===== config.mk =====
export PLATFORM = sky130hd
export DESIGN_NAME = sdram_rd_capture
export DESIGN_NICKNAME = d
export VERILOG_FILES = /design/src/rtl/sdram_rd_capture.sv
export SDC_FILE = /design/constraint.sdc
export NUM_CORES = 1
export LEC_CHECK = 0
export ABC_AREA = 1
export CAP_MARGIN = 20
export CORE_MARGIN = 1.5
export CORE_UTILIZATION = 55
export DETAILED_ROUTE_END_ITERATION = 8
export MAX_ROUTING_LAYER = met4
export PLACE_DENSITY = 0.81
export SLEW_MARGIN = 20
export SYNTH_ARGS = -nofsm -noshare
export SYNTH_HDL_FRONTEND = slang
export SYNTH_SLANG_ARGS = --single-unit

===== constraint.sdc =====
create_clock -name sclk -period 4.6 [get_ports sclk]
set_input_delay 0.92 -clock sclk [delete_from_list [all_inputs] [get_ports sclk]]
set_output_delay 0.92 -clock sclk [all_outputs]
set_load 0.005 [all_outputs]

===== src/rtl/sdram_rd_capture.sv =====
// SDRAM read-data capture: detects RD commands, waits CAS latency, captures the
// burst into a show-ahead FIFO and hands words out over a valid/ready interface.
module sdram_rd_capture #(
  parameter int         CAS_LAT   = 3,
  parameter int         BURST_LEN = 4,
  parameter int         DATA_W    = 16,
  parameter int         FIFO_AW   = 4,
  parameter logic [3:0] RD_CMD    = 4'b0101
) (
  input  logic              sclk,
  input  logic              s_rst,
  input  logic [3:0]        sdram_cmd,
  input  logic [DATA_W-1:0] rd_dq,
  input  logic              flush,
  input  logic              rd_ready,
  output logic [DATA_W-1:0] rd_data,
  output logic              rd_valid,
  output logic [FIFO_AW:0]  fifo_cnt,
  output logic              burst_done,
  output logic              overflow
);

  localparam int DEPTH = 1 << FIFO_AW;
  localparam int CW    = $clog2(BURST_LEN + 1);

  logic [CAS_LAT-1:0] r_cas_sr;
  logic [CW-1:0]      r_cap_cnt;
  logic               r_burst_done;
  logic               r_overflow;
  logic [DATA_W-1:0]  r_mem [DEPTH];
  logic [FIFO_AW-1:0] r_wr_ptr;
  logic [FIFO_AW-1:0] r_rd_ptr;
  logic [FIFO_AW:0]   r_cnt;

  logic w_rd_hit;
  logic w_launch;
  logic w_cap_en;
  logic w_last_cap;
  logic w_full;
  logic w_pop;
  logic w_push;

  assign w_rd_hit = (sdram_cmd == RD_CMD);
  assign w_launch = r_cas_sr[CAS_LAT-1];

  // A fresh launch restarts the burst, so only an uninterrupted countdown
  // reaching its final word may report completion.
  assign w_cap_en   = w_launch | (r_cap_cnt > CW'(1));
  assign w_last_cap = w_launch ? (BURST_LEN == 1) : (r_cap_cnt == CW'(2));

  assign w_full = (r_cnt == (FIFO_AW + 1)'(DEPTH));
  assign w_pop  = rd_valid & rd_ready;
  assign w_push = w_cap_en & (~w_full | w_pop);

  assign rd_valid   = (r_cnt != '0);
  assign rd_data    = rd_valid ? r_mem[r_rd_ptr] : '0;
  assign fifo_cnt   = r_cnt;
  assign burst_done = r_burst_done;
  assign overflow   = r_overflow;

  // NOTE: sequential state uses non-blocking (<=) so every register samples
  // pre-edge values regardless of statement order.
  always_ff @(posedge sclk) begin
    if (s_rst || flush) begin
      r_cas_sr     <= '0;
      r_cap_cnt    <= '0;
      r_burst_done <= 1'b0;
      r_overflow   <= 1'b0;
      r_wr_ptr     <= '0;
      r_rd_ptr     <= '0;
      r_cnt        <= '0;
    end else begin
      r_cas_sr     <= {r_cas_sr[CAS_LAT-2:0], w_rd_hit};
      r_burst_done <= w_last_cap;

      if (w_launch)
        r_cap_cnt <= CW'(BURST_LEN);
      else if (r_cap_cnt != '0)
        r_cap_cnt <= r_cap_cnt - CW'(1);

      if (w_cap_en && w_full && !w_pop)
        r_overflow <= 1'b1;

      if (w_push) r_wr_ptr <= r_wr_ptr + FIFO_AW'(1);
      if (w_pop)  r_rd_ptr <= r_rd_ptr + FIFO_AW'(1);

      case ({w_push, w_pop})
        2'b10:   r_cnt <= r_cnt + (FIFO_AW + 1)'(1);
        2'b01:   r_cnt <= r_cnt - (FIFO_AW + 1)'(1);
        default: r_cnt <= r_cnt;
      endcase
    end
  end

  // NOTE: storage is deliberately not reset; cleared pointers and count make
  // stale contents unreachable, and a reset would block RAM inference.
  always_ff @(posedge sclk) begin
    if (w_push && !flush && !s_rst)
      r_mem[r_wr_ptr] <= rd_dq;
  end

endmodule


== Word level (Yosys, flattened, before mapping) ==
Memory sizes are Yosys's and may differ from the RTL's. A register that Yosys moved wholly into a read port is not among the register bits.
Index checks and enable logic that the tools add are counted.
Operators by class
  add/sub/neg operators: 5
  multiplexer cells: 8
  reductions and logical operators: 13
  bitwise operators: 5
  order comparisons: 1
  equality and inequality tests: 5
Operators with widths (number)
  2-to-1 mux 16 bit: 1
  case mux 5 bit (2 select lines): 1
  adder 4 x 1 -> 4 bit (second input constant): 2
  2-to-1 mux 4 bit: 2
  2-to-1 mux 3 bit: 2
  adder 5 x 1 -> 5 bit (second input constant): 1
  equality test 5 bit (second input constant): 1
  nonzero test 5 bit: 1
  subtractor 5 x 1 -> 5 bit (second input constant): 1
  equality test 4 x 3 -> 1 bit (second input constant): 1
  logical AND 1 bit: 4
  nonzero test 2 bit: 2
  equality test 3 x 2 -> 1 bit (second input constant): 1
  > comparator 3 x 1 -> 1 bit (second input constant): 1
  zero test 1 bit: 3
  nonzero test 3 bit: 1
  subtractor 3 x 1 -> 3 bit (second input constant): 1
  bitwise AND 1 bit: 2
  equality test 2 x 1 -> 1 bit (second input constant): 1
  equality test 2 bit (second input constant): 1
  2-to-1 mux 1 bit: 2
  OR 1 bit: 2
  OR reduction 2 bit: 1
  logical OR 1 bit: 1
  inverter 1 bit: 1
Word-level totals
  bits in writable memories: 256
  register bits after elaboration: 21
  output and inout port bits: 24
  input bits: 24
  memories kept: 1
  word-level logic and storage cells: 46
Memories
  r_mem: words 16, bits a word 16, read ports 1, clocked after memory_dff 1, wr ports 1, RTL line 30  | logic [DATA_W-1:0] r_mem [DEPTH];

== Logic depth before layout (Yosys ltp) ==
  word-level depth: 8
  depth in mapped cells: 17
  gate-level depth less buffers: 17

== Worst setup path before layout ==
Ideal clock, no wire load.
  kind: input port to flip-flop
  start: in flush
  end: mem r_mem[0][0] (enable)
  path buffers: 0
  required time: 4212 ps
  arrival time: 2293 ps
  setup slack: 1919 ps
  stages: 5
  library setup time: 388 ps
  cell sequence: nor2_1 -> inv_1 -> nor2_1 -> nand2_1 -> nor2_1
On the way
  word-level cells in the longest chain between the ends: 5
Ends and longest elaborated chain
  start: declaration: RTL line 14  | input logic flush,
  zero test 1 bit: RTL line 98  | if (w_push && !flush && !s_rst)
  logical AND 1 bit (2 in series): RTL line 98
  2-to-1 mux 1 bit: RTL line 98
  2-to-1 mux 1 bit (not written as such): RTL line 99  | r_mem[r_wr_ptr] <= rd_dq;
  end: declaration: RTL line 30
No other way between the ends.

==> impl_metrics.csv <==
group,metric,value,unit
run,max_cap_violations,0,
power_and_ir_drop,sequentialPowerShare,0.532,
routing,drt-vias-per-instance,6.09,
critical_path,critical_path_class,"reg2out",
cells_and_area,postLayoutCoreUtil,0.639,
routing,drt_iter0_markers,881,
logic_synthesis,netlist_instances,886,
clock_network,cts_post_setup_buffers_inserted,0,
die,floorplan.io_pins,48,
sta,setup_viol_count_final,0,
critical_path,crit_path_max_fanout,66,
power_and_ir_drop,power.static_leakage,4.26,nW
sta,worst-slew-pin-transition,1110,ps
cells_and_area,insertedDiodeCount,0,
logic_synthesis,syn_avg_cell_area,12.6,um2
critical_path,reg2reg_slack,1740,ps
logic_synthesis,synth_edf_count,256,
power_and_ir_drop,power.density_cell_area,411,mW/mm2
critical_path,ordered_list_of_cells_on_the_worst_path,"buf_4 -> o21ai_0 -> o221ai_1 -> nand3_1 -> a21oi_1 -> clkdlybuf4s50_1",
clock_network,max-clock-path-buffers,3,
power_and_ir_drop,switching_share,0.221,
outcome,outcome,"finished clean",
power_and_ir_drop,clockPowerShare,0.391,
grt,wire_length_of_the_first_global_routing_pass,39000,um
sta,grt_setup_unrepaired,"false",
logic_synthesis,synth-seq-area-share,0.731,
power_and_ir_drop,cell_internal_pwr,0.00411,W
sta,fin_skew,5.70,ps
critical_path,cp_slowest_cell,"clkdlybuf4s50_1",
routing,postRouteAntennaNets,0,
logic_synthesis,ys.warnings.count,0,
clock_network,cts_hold_repair.buffers,0,
sta,final_critical_path_setup_slack,646,ps
sta,slew_headroom,0.262,
logic_synthesis,synth.cell_area,0.0112,mm2
logic_synthesis,asyncSetResetFlopFracSynth,0,
die,floorplan_die_area,0.0212,mm2
clock_network,cts_inserted_buffers,27,
routing,drt-total-wl,25400,um
grt,globalRoute.totalOverflow,0,
critical_path,critical-path-max-stage-delay,580,ps
power_and_ir_drop,fin_total_pwr,0.00528,W
die,die_h,146,um
sta,minimum_clock_period_after_layout,3950,ps
power_and_ir_drop,ir_drop,0.368,mV
logic_synthesis,synth.distinct_cells,29,
place,place_hpwl,14300,um
sta,post-route-period-util,0.860,
place,pre_cts_slack,1090,ps
place,portBuffers,47,
power_and_ir_drop,power_frac_comb,0.078,
die,core-area,0.0201,mm2
clock_network,cts_tree,"built",
sta,max_clock_freq,253,MHz
die,die_w,146,um
clock_network,clkSinkCount,281,
critical_path,critical_path.endpoint_type,"output port",
logic_synthesis,syn-num-nets,921,
logic_synthesis,ys_dominant_reg_cell,"edfxtp_1",
clock_network,htree_num_levels,1,
cells_and_area,nNetsFinal,967,
sta,slew_viols_final,0,
routing,route.detailed.wl_per_inst,20.8,um
grt,grt_start_max_net_pins,67,
clock_network,post_cts.resized_instances,0,
critical_path,timing.critical_path.arrival,3030,ps
die,floorplan.initialDensity,0.557,
sta,fin_tns_setup,0,ps
grt,first_global_vias,7267,
place,routabilityCongestion,0.819,
cells_and_area,growth_of_design_area_from_synthesis_to_finish,14.6,%
sta,report.final.hold_viol_count,0,
sta,worst_hold_slack,413,ps
logic_synthesis,ys_seq_elements,281,
critical_path,crit_required,3680,ps
clock_network,clock_pin_slew_of_the_registers_on_the_worst_case_setup_and_hold_paths,60,ps
routing,drc,0,
cells_and_area,proportion_of_layout_cells_with_a_drive_suffix_above_1,0.0977,
hold_path,holdCritPathClass,"reg2reg",
routing,first_pass_iters,5,
clock_network,insertion_delay,530,ps
routing,vias,7439,
power_and_ir_drop,power_switching,0.00117,W
clock_network,cts.root.buffer_cell,"clkbuf_16",
grt,grt_antenna_before_repair,0,
die,rows,52,
critical_path,worst_setup_path_start_kind,"flop",
grt,grt_use_total,0.245,
==> critical path, delay by kind of cell, from the launching register on <==
family	cells	cell delay (ps)
buffers and inverters	2	1150
DFF	1	500
AOI/OAI and AO/OA	3	750
and+or+nand+nor	1	100
==> sequential cells by signal, indices dropped and copies added (netlist names), named ones only <==
signal	flops
overflow	1
fifo_cnt	5
r_mem	256
r_cas_sr	3
r_rd_ptr	4
burst_done	1
r_cap_cnt	3
r_wr_ptr	4
==> stage by stage <==
step	cell area, um2	std cells
CTS	12800	1222
floorplan	11200	886
global route	12800	1222
detailed placement	12000	1173
finish	12800	1222
global placement	12000	1173
==> cell usage after synthesis (3+ instances only) <==
cell | count | area, um2
o21ai_0 | 145 | 726
o22ai_1 | 16 | 100
clkbuf_1 | 32 | 120
ha_1 | 11 | 138
edfxtp_1 | 256 | 7690
buf_1 | 3 | 11.3
nor2_2 | 4 | 25.0
buf_2 | 16 | 80.1
nand3_1 | 37 | 185
inv_2 | 3 | 11.3
inv_1 | 33 | 124
nand2_1 | 32 | 120
nand4_1 | 4 | 25.0
o221ai_1 | 48 | 420
dfxtp_1 | 25 | 500
a21oi_1 | 27 | 135
nor2_1 | 179 | 672
==> layout by cell type, fill, tap and decap left out, types with 2 or more instances in the layout <==
cell / Yosys / layout
clkbuf_16: 0 / 27
o21ai_0: 145 / 145
clkdlybuf4s50_1: 0 / 47
nand3_1: 37 / 37
nand2_1: 32 / 32
o22ai_1: 16 / 16
edfxtp_1: 256 / 256
o21ai_1: 2 / 2
clkinv_2: 0 / 9
nor2_1: 179 / 163
nand4_1: 4 / 4
inv_1: 33 / 33
a211oi_1: 2 / 2
clkbuf_1: 32 / 5
nor2_2: 4 / 20
clkbuf_8: 0 / 2
inv_2: 3 / 2
a21oi_1: 27 / 27
clkinv_1: 0 / 4
clkinvlp_4: 0 / 2
dfxtp_1: 25 / 23
ha_1: 11 / 11
nor2_4: 2 / 2
o221ai_1: 48 / 48
buf_4: 1 / 22
==> routing by layer <==
layer / share of wire / GRT usage / routed length [um] / up-vias
met5: 0 / - / 0 / -
li1: - / - / - / 3367
met2: 0.49 / 0.396 / 12500 / 424
met3: 0.090 / 0.0326 / 2290 / 69
met1: 0.39 / 0.323 / 9810 / 3579
met4: 0.032 / 0.0888 / 812 / 0
==> path summary, 6_finish.rpt <==
check                                          startpoint                      to  cells past startpoint
worst min-delay path               r_cas_sr[0]$_SDFF_PP0_  r_cas_sr[1]$_SDFF_PP0_                      2
worst max-delay path                                 flop              rd_data[9]                      6
worst min register to register     r_cas_sr[0]$_SDFF_PP0_  r_cas_sr[1]$_SDFF_PP0_                      2
worst max register to register  r_cap_cnt[1]$_SDFFE_PP0P_   r_mem[7][2]$_DFFE_PP_                      7
==> area by class of cell <==
class	count	area, um2
sequential	281	8190
fill	1429	7260
multi-input combinational	516	2700
clock buffer	34	722
timing repair buffer	70	656
tap	270	338
inverter	36	136
clock inverter	15	100
==> power groups by stage <==
stage	logic [W]	registers (W)	clock network [W]
5_1_grt	0.000447	0.00281	0.00218
3_5_place_dp	0.000404	0.00286	0
4_1_cts	0.000408	0.00280	0.00206
6_report	0.000410	0.00280	0.00206
3_3_place_gp	0.000394	0.00286	0
2_1_floorplan	0.000222	0.00285	0
==> kinds of logic after synthesis <==
family          share of synthesized area
flops                               0.731
simple gates                       0.0979
compound gates                      0.126
buf+inv                            0.0321
fa+ha+maj                          0.0123
xor+xnor                         0.000782
Note: power is estimated with default switching activity, not from simulation.
